--- config.mk ---
export PLATFORM = sky130hd
export DESIGN_NAME = timing_capture_writer
export DESIGN_NICKNAME = d
export VERILOG_FILES = /design/src/rtl/timing_capture_writer.sv
export SDC_FILE = /design/constraint.sdc
export NUM_CORES = 1
export LEC_CHECK = 0
export CORE_UTILIZATION = 50
export DETAILED_ROUTE_END_ITERATION = 12
export HOLD_SLACK_MARGIN = 0.03
export PLACE_DENSITY = 0.66
export RECOVER_POWER = 100
export SLEW_MARGIN = 15
export SYNTH_ARGS = -nofsm -noshare
export SYNTH_HDL_FRONTEND = slang
export SYNTH_SLANG_ARGS = --single-unit
--- constraint.sdc ---
create_clock -name clk_i -period 7.2 [get_ports clk_i]
set_input_delay 2.16 -clock clk_i [delete_from_list [all_inputs] [get_ports clk_i]]
set_output_delay 2.16 -clock clk_i [all_outputs]
set_load 0.01 [all_outputs]
--- src/rtl/timing_capture_writer.sv ---
// timing_capture_writer
//   Samples a field vector every clock. It emits one timestamped record for each change, for a
//   write strobe, for the first RUN cycle and when the timestamp wraps to zero. Records are
//   buffered in a first-word-fall-through FIFO and streamed out on a valid/ready interface.
// Ports
//   clk_i        system clock
//   reset_i      asynchronous active-high reset
//   enable_i     level, high = capture running
//   fields_i     field vector sampled every clock
//   wstb_i       force a record this cycle
//   rec_valid_o  record available on rec_ts_o / rec_data_o
//   rec_ready_i  consumer accepts the record when valid & ready
//   rec_ts_o     record timestamp (clock ticks since capture start)
//   rec_data_o   record field values
//   overflow_o   sticky, a record was lost to a full FIFO
//   active_o     high while in RUN
module timing_capture_writer #(
  parameter int unsigned DATA_W     = 32,
  parameter int unsigned TS_W       = 32,
  parameter int unsigned FIFO_DEPTH = 16
) (
  input  logic              clk_i,
  input  logic              reset_i,
  input  logic              enable_i,
  input  logic [DATA_W-1:0] fields_i,
  input  logic              wstb_i,
  output logic              rec_valid_o,
  input  logic              rec_ready_i,
  output logic [TS_W-1:0]   rec_ts_o,
  output logic [DATA_W-1:0] rec_data_o,
  output logic              overflow_o,
  output logic              active_o
);

  localparam int unsigned AW = $clog2(FIFO_DEPTH);

  typedef enum logic [1:0] {StIdle, StRun, StHalt} state_e;

  state_e              state_q, state_d;
  logic [TS_W-1:0]     ts_q, ts_d;          // timestamp of the next sample while in RUN
  logic [DATA_W-1:0]   prev_q, prev_d;
  logic                pend_q, pend_d;      // record sampled last edge, written this edge
  logic [TS_W-1:0]     pend_ts_q, pend_ts_d;
  logic [DATA_W-1:0]   pend_data_q, pend_data_d;
  logic                ovf_q, ovf_d;
  logic                active_q, active_d;
  logic [AW:0]         wr_ptr_q, wr_ptr_d, rd_ptr_q, rd_ptr_d;

  logic [TS_W-1:0]     mem_ts   [FIFO_DEPTH];
  logic [DATA_W-1:0]   mem_data [FIFO_DEPTH];

  logic [AW:0] count;
  logic        empty, full, pop, push_req, push, ovf_event;

  always_comb begin
    count     = wr_ptr_q - rd_ptr_q;
    empty     = (count == '0);
    full      = (count == (AW+1)'(FIFO_DEPTH));
    pop       = !empty && rec_ready_i;
    // A pending record is only written while capture is still running; disabling drops it.
    push_req  = pend_q && (state_q == StRun) && enable_i;
    push      = push_req && (!full || pop);
    ovf_event = push_req && full && !pop;
  end

  always_comb begin
    state_d     = state_q;
    ts_d        = ts_q;
    prev_d      = fields_i;
    pend_d      = 1'b0;
    pend_ts_d   = pend_ts_q;
    pend_data_d = pend_data_q;
    ovf_d       = ovf_q;
    unique case (state_q)
      StIdle: begin
        if (enable_i) begin
          // The entry edge is the first RUN sample: it carries ts=0 and always records.
          state_d     = StRun;
          ts_d        = TS_W'(1);
          ovf_d       = 1'b0;
          pend_d      = 1'b1;
          pend_ts_d   = '0;
          pend_data_d = fields_i;
        end
      end
      StRun: begin
        if (!enable_i) begin
          state_d = StIdle;
        end else if (ovf_event) begin
          state_d = StHalt;
          ovf_d   = 1'b1;
        end else begin
          ts_d = ts_q + TS_W'(1);
          // ts_q is zero inside RUN only after a wrap.
          if ((fields_i != prev_q) || wstb_i || (ts_q == '0)) begin
            pend_d      = 1'b1;
            pend_ts_d   = ts_q;
            pend_data_d = fields_i;
          end
        end
      end
      StHalt: begin
        if (!enable_i) state_d = StIdle;
      end
      default: state_d = StIdle;
    endcase
    active_d = (state_d == StRun);
    wr_ptr_d = push ? wr_ptr_q + (AW+1)'(1) : wr_ptr_q;
    rd_ptr_d = pop  ? rd_ptr_q + (AW+1)'(1) : rd_ptr_q;
  end

  always_ff @(posedge clk_i or posedge reset_i) begin
    if (reset_i) begin
      state_q     <= StIdle;
      ts_q        <= '0;
      prev_q      <= '0;
      pend_q      <= 1'b0;
      pend_ts_q   <= '0;
      pend_data_q <= '0;
      ovf_q       <= 1'b0;
      active_q    <= 1'b0;
      wr_ptr_q    <= '0;
      rd_ptr_q    <= '0;
    end else begin
      state_q     <= state_d;
      ts_q        <= ts_d;
      prev_q      <= prev_d;
      pend_q      <= pend_d;
      pend_ts_q   <= pend_ts_d;
      pend_data_q <= pend_data_d;
      ovf_q       <= ovf_d;
      active_q    <= active_d;
      wr_ptr_q    <= wr_ptr_d;
      rd_ptr_q    <= rd_ptr_d;
    end
  end

  // Storage is not reset; the pointers define what is valid.
  always_ff @(posedge clk_i) begin
    if (push) begin
      mem_ts[wr_ptr_q[AW-1:0]]   <= pend_ts_q;
      mem_data[wr_ptr_q[AW-1:0]] <= pend_data_q;
    end
  end

  // Outputs are forced to zero when empty so they read 0 straight out of reset.
  assign rec_valid_o = !empty;
  assign rec_ts_o    = empty ? '0 : mem_ts[rd_ptr_q[AW-1:0]];
  assign rec_data_o  = empty ? '0 : mem_data[rd_ptr_q[AW-1:0]];
  assign overflow_o  = ovf_q;
  assign active_o    = active_q;

endmodule

==> flow_summary.ini <==
[status]
outcome = finished, violations left
violations = design-rule violations, max-capacitance violations, max-slew violations

[routing]
viasPerCell = 6.05
vias = 20900
drt_pre_antenna_iters = 11
wirelength_mm = 97.5
ant_nets = 0
drc_errors = 12
drtIter0Drc = 2168
wl_per_cell_um = 28.3

[timing]
clock_skew_ns = 0.0276
hold_viol = 0
fin_crit_ns = 6.88
fin_ws_ns = 0.322
rsz0062_at_grt = no
fmax_ghz = 0.145
fin_crit_sh = 0.955
drv_slew = 904
setup_viol = 0
timing.slew.headroom = -1.65
tightest_slew_ns = 3.98
hold_ws_ns = 0.494
fin_setup_tns_ns = 0

[cells_and_area]
layout_commonest_cell = edfxtp_1
finish.utilization = 0.577
syn_to_final_growth_pct = 13.9
n_fill_cell = 6388
mostFrequentLayoutCells = edfxtp_1, mux4_2, dfrtp_1
final_nets = 2232
seqCellArea_mm2 = 0.0343
final_layout_size_suffix_gt1_frac = 0.242
multiInputGateArea_mm2 = 0.0101

[pwr]
peakVddDrop_mv = 0.266
total_power_mw = 18.9
power_density_mw_per_mm2 = 368
p_leak_nw = 16.6

[worst_setup_path]
reg2reg_slack_ns = 0.77
path_cells = buf_4 -> buf_2 -> mux4_2 -> mux4_2 -> and2_1 -> clkdlybuf4s50_1
slowest_stage = buf_2
r2r_start = rd_ptr_q[1]$_DFFE_PP0P_
startpoint = rd_ptr_q[1]$_DFFE_PP0P_
cp_data_arrival_time_ns = 4.72
cp-end-kind = output pin
rr_worst_depth = 9
worstPathMaxFanout = 43
crit_required_ns = 5.04
worstSetupEndpoint = rec_ts_o[19]
start_kind = flop
r2r-end = mem_ts[6][23]$_DFFE_PP_
max_stage_delay_ns = 0.95
cp_common_cell = mux4_2
worstSetupPathType = reg2out

[synth]
dominantRegCellSynth = edfxtp_1
synth_area_mm2 = 0.0450
synth-seq-cells = 1167
netlist.area_leader.share = 0.683
synth_nets = 2069
synth_top_area_cell = edfxtp_1
synth_cell_types = 51
synth-edff-count = 1024
async_flop_share = 0.123
synth_area_leaders = edfxtp_1, mux4_2, dfrtp_1
syn_area_per_cell_um2 = 22.3
synth-warning-count = 0
synthCells = 2021
ys_seq_area_frac = 0.763

[global_route]
grt_pass1_wl_mm = 145
grt_pass1_vias = 21700
grt_antenna_before_repair = 3
grt_max_degree = 96
overflow = 0
grt_usage = 0.220

[place]
place_ws_ns = 1.21
gp_congestion = 0.790
port_buffers = 103
hpwlAfterDp_mm = 50.0

[clock_network]
root_buffer = clkbuf_16
clk_latency_ns = 0.68
post_cts_buffers = 0
cts_buffer_depth = 3
clk_pin_slew_worst_paths_ns = 0.06
cts_sinks = 1167
cts_max_level = 3
cts_buffers = 115
ctsResizeCount = 0
cts_tree = built
cts_hold_buffers = 0

[floorplanning]
core-area_mm2 = 0.0888
die_width_um = 302
num_rows = 109
floorplan.initialDensity = 0.507
dieArea_mm2 = 0.0912
fp.dieH_um = 302
io_pins = 104

[hold_path]
hp-start = wr_ptr_q[4]$_DFFE_PP0P_
hold_class = reg2reg

[job]
drv_cap = 25
[layout make-up]
| class | instances | area share |
|---|---|---|
| antenna | 1 | 0.0000488 |
| clock buffer | 163 | 0.0648 |
| clock inverter | 55 | 0.00959 |
| inverter | 21 | 0.00159 |
| multi-input combinational | 733 | 0.198 |
| sequential | 1167 | 0.670 |
| tap | 1165 | 0.0284 |
| timing repair buffer | 146 | 0.0279 |
[cells in the mapped netlist, types with 8 or more instances]
library cell and number:
edfxtp_1 1024, clkbuf_1 55, and3_1 8, nor2_1 12, mux2_2 16, or3_1 10, ha_1 11, buf_2 26
a21oi_1 27, and2_1 83, nand2_1 23, a22o_1 32, or4_1 9, mux2_1 17, mux4_2 320, nand3_1 18
nor4_1 15, dfrtp_1 143, o21ai_0 24, nand4_1 10, o31ai_1 15, inv_1 19, xor2_1 36
[state kept, by name (all words and copies together) (netlist names), 2 cells and up]
register	flops
mem_data	512
wr_ptr_q	5
state_q	2
mem_ts	512
pend_data_q	32
prev_q	32
pend_ts_q	32
rd_ptr_q	5
ts_q	32
[per-layer routing]
| layer | vias to the layer above | track usage | part of all wire |
|---|---|---|---|
| li1 | 8788 | - | - |
| met1 | 11300 | 0.322 | 0.43 |
| met2 | 688 | 0.357 | 0.49 |
| met3 | 144 | 0.0299 | 0.056 |
| met4 | 0 | 0.0534 | 0.022 |
| met5 | - | 0 | 0 |
[kinds of logic (layout without fill, tap and decap cells)]
group,count (synthesis),in the layout,synth area share
xor gates and xnor gates,42,42,0.00817
adders and majority gates,11,11,0.00306
buffers and inverters,121,385,0.0126
other,0,1,0
AOI/OAI and AO/OA,115,115,0.0173
DFF,1167,1167,0.763
muxes,353,353,0.168
and+or+nand+nor,212,212,0.0279
[worst min path at each step]
stage	slack [ns]	cells past startpoint	endpoint
after detailed placement	0.48	1	rd_ptr_q[4]$_DFFE_PP0P_
after floorplan	0.46	1	rd_ptr_q[4]$_DFFE_PP0P_
after global placement	0.48	1	rd_ptr_q[4]$_DFFE_PP0P_
after global routing	0.52	1	wr_ptr_q[4]$_DFFE_PP0P_
final	0.49	1	wr_ptr_q[4]$_DFFE_PP0P_
after CTS	0.49	1	wr_ptr_q[4]$_DFFE_PP0P_
[report_power, final]
part           leakage, nW  internal [mW]  switching, mW
combinational         3.65           2.64           2.26
sequential            11.1           7.70          0.332
clock                 1.89           3.46           2.49
total                 16.6           13.8           5.08
[per-stage QoR]
step                      instances  instance area [um2]
after floorplan                2021                45000
after global placement         3232                47600
after detailed placement       3232                47600
after CTS                      3450                51400
after global routing           3450                51200
final                          3451                51200
[worst max-delay path, delay by kind of cell (launching register included)]
family / cells / cell delay (ns)
buffers and inverters: 3 / 2.04
flip-flops: 1 / 0.80
multiplexers: 2 / 0.93
AND/OR/NAND/NOR: 1 / 0.19
Power figures use the tool's default switching activity.
